[src/rtl/idct_macu.sv]
// ---------------------------------------------------------------------------
// idct_macu
//   One-dimensional 8-point inverse DCT on a single time-shared multiplier.
//   Eight signed coefficients X[0..7] are loaded in natural order, then
//   each spatial sample x[n] is formed as sum_k X[k]*w[n][k]. The sum is
//   rounded half toward +inf, saturated to OUT_W bits and handed out one
//   sample at a time with a valid/ready handshake. The next sample is only
//   computed after the current one has been accepted.
//
// Ports
//   clk        rising-edge clock
//   rst        synchronous, active-high reset
//   in_valid   coefficient present on in_data
//   in_ready   unit accepts a coefficient (LOAD state only)
//   in_data    coefficient X[k], k = 0..7 in order
//   out_valid  sample present on out_data
//   out_ready  downstream accepts the sample
//   out_data   spatial sample x[n], saturated
//   out_last   high together with x[7]
// ---------------------------------------------------------------------------
module idct_macu #(
    parameter int COEF_W = 12,
    parameter int ROM_W  = 12,
    parameter int FRAC   = 11,
    parameter int OUT_W  = 9
) (
    input  logic                     clk,
    input  logic                     rst,
    input  logic                     in_valid,
    output logic                     in_ready,
    input  logic signed [COEF_W-1:0] in_data,
    output logic                     out_valid,
    input  logic                     out_ready,
    output logic signed [OUT_W-1:0]  out_data,
    output logic                     out_last
);

    localparam int PROD_W = COEF_W + ROM_W;
    localparam int ACC_W  = 27;
    localparam int HALF   = 1 << (FRAC - 1);
    localparam int Y_MAX  = (1 << (OUT_W - 1)) - 1;
    localparam int Y_MIN  = -(1 << (OUT_W - 1));

    localparam logic [1:0] LOAD = 2'd0;
    localparam logic [1:0] MAC  = 2'd1;
    localparam logic [1:0] OUT  = 2'd2;

    // Cosine weight w[n][k] = round(2048 * c(k)/2 * cos((2n+1)k*pi/16)).
    // The angle index m = (2n+1)k mod 32 is folded onto the first quadrant:
    // cos is even about m=16 (m -> 32-m) and odd about m=8 (m -> 16-m).
    function automatic logic signed [ROM_W-1:0] weight(input logic [2:0] wn,
                                                       input logic [2:0] wk);
        logic [6:0] angle;
        logic [4:0] m;
        logic [4:0] f;
        logic [4:0] sel;
        logic       neg;
        int         mag;
        angle = {3'b000, wn, 1'b1} * {4'b0000, wk};
        m     = angle[4:0];
        f     = (m > 5'd16) ? 5'd0 - m : m;
        neg   = (f > 5'd8);
        sel   = neg ? 5'd16 - f : f;
        case (sel)
            5'd0:    mag = 1024;
            5'd1:    mag = 1004;
            5'd2:    mag = 946;
            5'd3:    mag = 851;
            5'd4:    mag = 724;
            5'd5:    mag = 569;
            5'd6:    mag = 392;
            5'd7:    mag = 200;
            default: mag = 0;
        endcase
        // k = 0 carries the extra 1/sqrt2 normalisation: 1024/sqrt2 = 724
        if (wk == 3'd0)
            weight = ROM_W'(724);
        else
            weight = ROM_W'(neg ? -mag : mag);
    endfunction

    // (acc + 0.5) >>> FRAC rounds half toward +inf; clamp to the OUT_W range.
    function automatic logic signed [OUT_W-1:0] rnd_sat(input logic signed [ACC_W-1:0] a);
        logic signed [ACC_W-1:0] s;
        s = (a + ACC_W'(HALF)) >>> FRAC;
        if (s > ACC_W'(Y_MAX))
            rnd_sat = OUT_W'(Y_MAX);
        else if (s < ACC_W'(Y_MIN))
            rnd_sat = OUT_W'(Y_MIN);
        else
            rnd_sat = OUT_W'(s);
    endfunction

    logic [1:0]               state;
    logic [3:0]               k;      // coefficient index in LOAD, MAC step 0..9 in MAC
    logic [2:0]               n;      // output sample index
    logic                     issue;

    logic signed [COEF_W-1:0] creg [0:7];
    logic signed [PROD_W-1:0] prod_p1;
    logic                     vld_p1;
    logic                     first_p1;
    logic signed [ACC_W-1:0]  acc_p2;
    logic signed [OUT_W-1:0]  y_p3;
    logic                     vld_p3;

    assign in_ready  = (state == LOAD) && !rst;
    assign issue     = (state == MAC) && (k < 4'd8);
    assign out_valid = vld_p3;
    assign out_data  = y_p3;
    assign out_last  = vld_p3 && (n == 3'd7);

    // Coefficient store and multiplier: plain data, no reset needed.
    always_ff @(posedge clk) begin
        if (in_valid && in_ready)
            creg[k[2:0]] <= in_data;
        // stage p0 -> p1: one product per MAC step
        if (issue)
            prod_p1 <= PROD_W'(creg[k[2:0]]) * PROD_W'(weight(n, k[2:0]));
    end

    always_ff @(posedge clk) begin
        if (rst) begin
            state    <= LOAD;
            k        <= 4'd0;
            n        <= 3'd0;
            vld_p1   <= 1'b0;
            first_p1 <= 1'b0;
            acc_p2   <= '0;
            y_p3     <= '0;
            vld_p3   <= 1'b0;
        end else begin
            vld_p1   <= issue;
            first_p1 <= issue && (k == 4'd0);

            // stage p1 -> p2: accumulate, restarting on the first product
            if (vld_p1)
                acc_p2 <= first_p1 ? ACC_W'(prod_p1) : acc_p2 + ACC_W'(prod_p1);

            case (state)
                LOAD: begin
                    if (in_valid) begin
                        if (k == 4'd7) begin
                            state <= MAC;
                            k     <= 4'd0;
                        end else begin
                            k <= k + 4'd1;
                        end
                    end
                end
                MAC: begin
                    // steps 0..7 issue, step 8 folds in the last product,
                    // step 9 rounds the finished sum
                    // stage p2 -> p3: round, saturate, present
                    if (k == 4'd9) begin
                        y_p3   <= rnd_sat(acc_p2);
                        vld_p3 <= 1'b1;
                        state  <= OUT;
                        k      <= 4'd0;
                    end else begin
                        k <= k + 4'd1;
                    end
                end
                OUT: begin
                    if (out_ready) begin
                        vld_p3 <= 1'b0;
                        k      <= 4'd0;
                        if (n == 3'd7) begin
                            n     <= 3'd0;
                            state <= LOAD;
                        end else begin
                            n     <= n + 3'd1;
                            state <= MAC;
                        end
                    end
                end
                default: begin
                    state <= LOAD;
                    k     <= 4'd0;
                end
            endcase
        end
    end

endmodule

[config.mk]
export PLATFORM = sky130hd
export DESIGN_NAME = idct_macu
export DESIGN_NICKNAME = d
export VERILOG_FILES = /design/src/rtl/idct_macu.sv
export SDC_FILE = /design/constraint.sdc
export NUM_CORES = 1
export LEC_CHECK = 0
export ABC_AREA = 1
export ABC_CLOCK_PERIOD_IN_PS = 18200
export CORE_MARGIN = 10
export CORE_UTILIZATION = 30
export CTS_BUF_LIST = sky130_fd_sc_hd__clkbuf_2 sky130_fd_sc_hd__clkbuf_4 sky130_fd_sc_hd__clkbuf_8
export DETAILED_ROUTE_END_ITERATION = 10
export PLACE_DENSITY = 0.43
export SLEW_MARGIN = 20
export SYNTH_ARGS = -nofsm -noshare
export SYNTH_HDL_FRONTEND = slang
export SYNTH_SLANG_ARGS = --single-unit
export TNS_END_PERCENT = 100
[constraint.sdc]
create_clock -name clk -period 18.2 [get_ports clk]
set_input_delay 3.64 -clock clk [delete_from_list [all_inputs] [get_ports clk]]
set_output_delay 3.64 -clock clk [all_outputs]
set_load 0.01 [all_outputs]
---- Yosys cells after proc, flatten, opt, wreduce, memory -nomap -nowiden ----
Memory sizes are Yosys's and may differ from the RTL's. A register that Yosys moved wholly into a read port is not among the register bits.
Index checks and enable logic that the tools add are counted.
storage, ports and cells
  register bits ........................... 72
  RAM bits ................................ 96
  ROM bits ................................ 88
  memories ................................ 2
cells by class
  add/subtract/negate cells ............... 7
  multiply operators ...................... 2
  order comparisons ....................... 5
  equal/unequal tests ..................... 9
  multiplexer cells ....................... 29
  reduce and logical (&&, ||, !) cells .... 16
memory list
  name             words  bits a word  rd ports  clocked after Yosys merged registers in  write ports  RTL line  RTL
  creg             8      12           1         1                                        1            99        logic signed [COEF_W-1:0] creg [0:7];
  (no name shown)  8      11           1         0                                        0            64        case (sel)
operators with widths
  kind                                                                    count
  12-bit 2-to-1 mux                                                       5
  27-bit by 12-bit adder with 27-bit output (second input constant)       1
  27-bit by 24-bit adder with 27-bit output                               1
  27-bit 2-to-1 mux                                                       1
  12-bit by 12-bit multiplier with 24-bit output                          1
  9-bit 2-to-1 mux                                                        2
  16-bit by 9-bit > comparator with 1-bit output (second input constant)  1
  16-bit by 9-bit < comparator with 1-bit output (second input constant)  1
  4-bit 2-to-1 mux                                                        4
  12-bit negator                                                          1
  4-bit case mux with 3 select lines                                      1
  5-bit 2-to-1 mux                                                        2
  3-bit 2-to-1 mux                                                        3
  2-bit 2-to-1 mux                                                        4
  2-bit case mux with 3 select lines                                      1
  2-bit AND reduction                                                     3
  5-bit by 4-bit > comparator with 1-bit output (second input constant)   1
  5-bit > comparator (second input constant)                              1
  1-bit logical AND                                                       5
  4-bit by 3-bit multiplier with 5-bit output                             1
  1-bit 2-to-1 mux                                                        5
  1-bit by 5-bit subtractor with 5-bit output (first input constant)      1
  5-bit subtractor (first input constant)                                 1
  4-bit by 1-bit adder with 4-bit output (second input constant)          1
  17 further kinds                                                        20

---- Longest topological paths before layout ----
  depth in word-level cells ............... 13
  depth in mapped cells ................... 54
  gate-level depth less buffers ........... 53

---- Worst setup path before layout ----
No wires, ideal clock.
  path type ............................... reg-to-reg
  start point ............................. reg k[0]
  end point ............................... reg prod_p1[21] (data pin)
  arrival time ............................ 8.307 ns
  data required time ...................... 17.940 ns
  slack ................................... 9.633 ns
  cell stages (with the launch flop) ...... 48
  clock period less this slack ............ 8.567 ns
  cell sequence ........................... dfxtp_1 -> buf_2 -> nand2_1 -> fa_1 -> inv_1 -> ha_1 -> fa_1 -> inv_1 -> nand2_1 -> nand2_1 -> inv_1 -> nand2_4 -> nand4_1 -> nand2_2 -> ha_1 -> nand3_4 -> nand2_4 -> nand3_1 -> [12 not listed] -> fa_1 -> fa_1 -> fa_1 -> inv_1 -> fa_1 -> inv_1 -> ha_1 -> nand2_1 -> nor2_1 -> nand2_1 -> o211ai_1 -> o21bai_1 -> a21boi_0 -> o21ai_0 -> a21oi_1 -> nor2_1 -> nor2_1 -> xor2_1
on the way
  longest elaborated chain between the ends .. 13
  elaborated cells between the ends (all ways) .. 17
  those cells by class .................... add/sub (3); mul (2); order compare (2); mux (7); reduce/logical (2); memory (1)
RTL lines
  item                                                                                      RTL line  RTL
  start, declared                                                                           95        logic [3:0] k;
  start signal, assigned                                                                    147       k <= k + 4'd1;
  start signal, assigned                                                                    161       k <= k + 4'd1;
  4-bit by 3-bit multiplier with 5-bit output                                               59        angle = {3'b000, wn, 1'b1} * {4'b0000, wk};
  1-bit by 5-bit subtractor with 5-bit output / 5-bit > comparator (equally long branches)  61        f = (m > 5'd16) ? 5'd0 - m : m;
  5-bit 2-to-1 mux                                                                          61
  5-bit subtractor / 5-bit by 4-bit > comparator with 1-bit output (equally long branches)  63, 62
  5-bit 2-to-1 mux                                                                          63        sel = neg ? 5'd16 - f : f;
  memory 8 x 11 bit / 2-bit logical NOT (equally long branches)                             -
  12-bit 2-to-1 mux                                                                         64
  12-bit 2-to-1 mux                                                                         118       if (issue)
  12-bit negator                                                                            79        weight = ROM_W'(neg ? -mag : mag);
  12-bit 2-to-1 mux                                                                         79
  12-bit 2-to-1 mux (*)                                                                     76        if (wk == 3'd0)
  12-bit 2-to-1 mux (*)                                                                     118
  12-bit by 12-bit multiplier with 24-bit output (*)                                        119       prod_p1 <= PROD_W'(creg[k[2:0]]) * PROD_W'(weight(n, k[2:0]));
  end signal, assigned                                                                      119
  end, declared                                                                             100       logic signed [PROD_W-1:0] prod_p1;
Every way passes the cells marked *; elsewhere a longest branch is shown, timed or not. The select of a mux whose other input is x is not followed.
A chain may end at the register's enable or synchronous reset.

---- Final worst setup path ----
  start point ............................. reg k[0]
  end point ............................... reg prod_p1[19] (data pin)
Same word-level chain as after synthesis.

==> results.yml <==
outcome:
  status: "completed"
final_layout:
  final_cells: 2312
  final_util: 0.334
  fill_cells: 5011
  fin_nets: 1930
  drive_gt1_frac: 0.0678
  area_delta_synth_final_pct: 9.30
  final_cell_mix: "nand2_1, inv_1, fa_1"
  final_common_cell: "nand2_1"
timing:
  period_share: 0.548
  drv_slew: 0
  tightestPinTransition_ns: 1.03
  fin_skew_ns: 0.0133
  setup_viol: 0
  period_needed_ns: 9.97
  fin_tns_setup_ns: 0
  worst_slack_ns: 8.23
  relSlewSlack: 0.310
  rsz0062_at_grt: "no"
  hold_viol: 0
  fmax_mhz: 100
pwr:
  switchingPower_w: 0.00143
  p_per_area_mw_per_mm2: 179
  p_int_w: 0.00143
  ir_drop_uv: 247
  netSwitchingFraction: 0.500
  combPwrFrac: 0.710
  clockPowerShare: 0.104
  power_frac_seq: 0.186
  p_leak_nw: 7.07
worst_setup_path:
  path_class: "reg2reg"
  cpMostUsedCell: "fa_1"
  crit_family: "adder cells"
  cp.required_ns: 18.47
  start_kind: "flip-flop"
  slowest_delay_ns: 0.66
  path_buf_inv: 4
  crit_slowest_cell: "dfxtp_1"
  worstPathArrival_ns: 10.25
  end_kind: "flip-flop"
  cp_max_fo: 18
floorplan:
  core_mm2: 0.0479
  die_y_um: 241
  rows: 80
  pin_count: 28
  die-area_mm2: 0.0580
  die_w_um: 241
  initial_core_util: 0.305
global_route:
  grt_max_degree: 50
  overflow: 0
  grt_pass1_vias: 11500
  grt_pass1_wl_mm: 61.8
  grt_usage: 0.137
  antenna_found_initial: 3
drt:
  vias_per_cell: 4.75
  drt_iter0_drc: 667
  ant_nets: 0
  num_vias: 11000
  route.detailed.drc: 0
  wl_mm: 37.6
  firstDrtPassIters: 5
  avgRoutedWirePerCell_um: 16.3
logic_synthesis:
  yosysSeqAreaShare: 0.316
  yosysTopAreaCell: "edfxtp_1"
  synth.distinct_cells: 51
  ys_ff_latch: 171
  synthTopCellsByArea: "edfxtp_1, fa_1, nand2_1"
  syn_area_per_cell_um2: 8.75
  synth_nets: 1920
  syn-cell-area_mm2: 0.0146
  yosysTopAreaCellShare: 0.246
  yosys_warnings: 0
  synthCells: 1673
clocking:
  clk_path_buf_depth: 2
  cts_sinks: 171
  post_cts_resized: 0
  cts_inserted_buffers: 17
  tritoncts: "done"
  path_clk_slew_ns: 0.10
  post_cts_buffers: 0
  cts_root_buf: "clkbuf_8"
  cts_hold_buf: 0
  htree_num_levels: 4
  clkLatencyLatePin_ns: 0.52
placement:
  io_buffers: 27
  dp_worst_setup_slack_ns: 8.34
  placedCellCount: 2279
  hpwl_mm: 29.0
  gp_congestion: 0.840
hold_path:
  hp-class: "reg2reg"
job:
  maxCapViolations: 0
sequential cells by signal (all words and copies together), names as in the netlist, named ones only:
signal	cells
first_p1	1
k	4
creg	96
n	3
out_data	9
acc_p2	27
state	2
out_valid	1
vld_p1	1
prod_p1	24
through the flow:
step	hold WS [ns]	area (um2)	total power [W]
2_1_floorplan	0.449	14600	0.00208
3_3_place_gp	0.454	15600	0.00259
3_5_place_dp	0.457	15600	0.00258
4_1_cts	0.473	16000	0.00290
5_1_grt	0.503	16000	0.00322
6_report	0.467	16000	0.00286
logic make-up after synthesis:
logic type,synth area share
AO/OA/AOI/OAI,0.104
XOR/XNOR,0.0323
flip-flops,0.316
buffers and inverters,0.0862
AND/OR/NAND/NOR,0.192
adder cells (fa/ha/maj),0.270
synth_stat cells (all sizes together):
master and count:
a21boi 1, o221ai 1, a2111oi 1, o31ai 2, clkinv 9, xor2 35
ha 89, a211oi 1, fa 142, dfxtp 51, xnor2 19, a31oi 2
nor3b 2, nand2 392, nand3 63, clkbuf 28, buf 13, edfxtp 120
o311ai 1, nor4 2, nor3 8, or2 4, nand3b 4, nand4 33
a21oi 137, o21bai 4, a21o 4, a32o 22, o21ai 65, o211ai 17
inv 280, nor2 119, o22ai 2
path summary, 6_finish.rpt:
kind,cells past startpoint,endpoint,slack (ns),from
max,41,prod_p1[19],8.23,k[0]
min,2,out_data[8],0.47,out_data[8]
max reg2reg,41,prod_p1[19],8.23,k[0]
min reg2reg,2,out_data[8],0.47,out_data[8]
power by group through the flow:
stage / registers [W] / logic, W / clock network (W)
after floorplan: 0.000540 / 0.00154 / 0
after global placement: 0.000541 / 0.00205 / 0
after detailed placement: 0.000542 / 0.00204 / 0
after CTS: 0.000533 / 0.00205 / 0.000311
after global routing: 0.000533 / 0.00236 / 0.000325
final: 0.000533 / 0.00203 / 0.000298
worst register-to-register path, delay by kind of cell (launching register included):
kind                       cells  cell delay [ns]
and+or+nand+nor               21             2.71
adders and majority gates     12             4.87
AOI/OAI and AO/OA              3             0.86
DFF                            1             0.66
xor gates and xnor gates       1             0.43
buffers and inverters          4             0.17
routing by layer:
layer	vias to the layer above	wire length [um]	GRT usage
li1	5447	-	-
met1	5375	17900	0.179
met2	151	17800	0.228
met3	20	1480	0.0281
met4	0	431	0.0303
met5	-	0	0
layout make-up:
cell class              count  area (um2)  share of cell area
multi-input cells        1172        8770               0.548
flip-flops and latches    171        4620               0.289
inverters                 289        1090              0.0681
well taps                 615         769              0.0481
repair buffers             32         308              0.0192
clock buffers              17         234              0.0146
clock inverters            15         198              0.0124
diodes                      1        2.50            0.000156
Power figures use the tool's default switching activity.
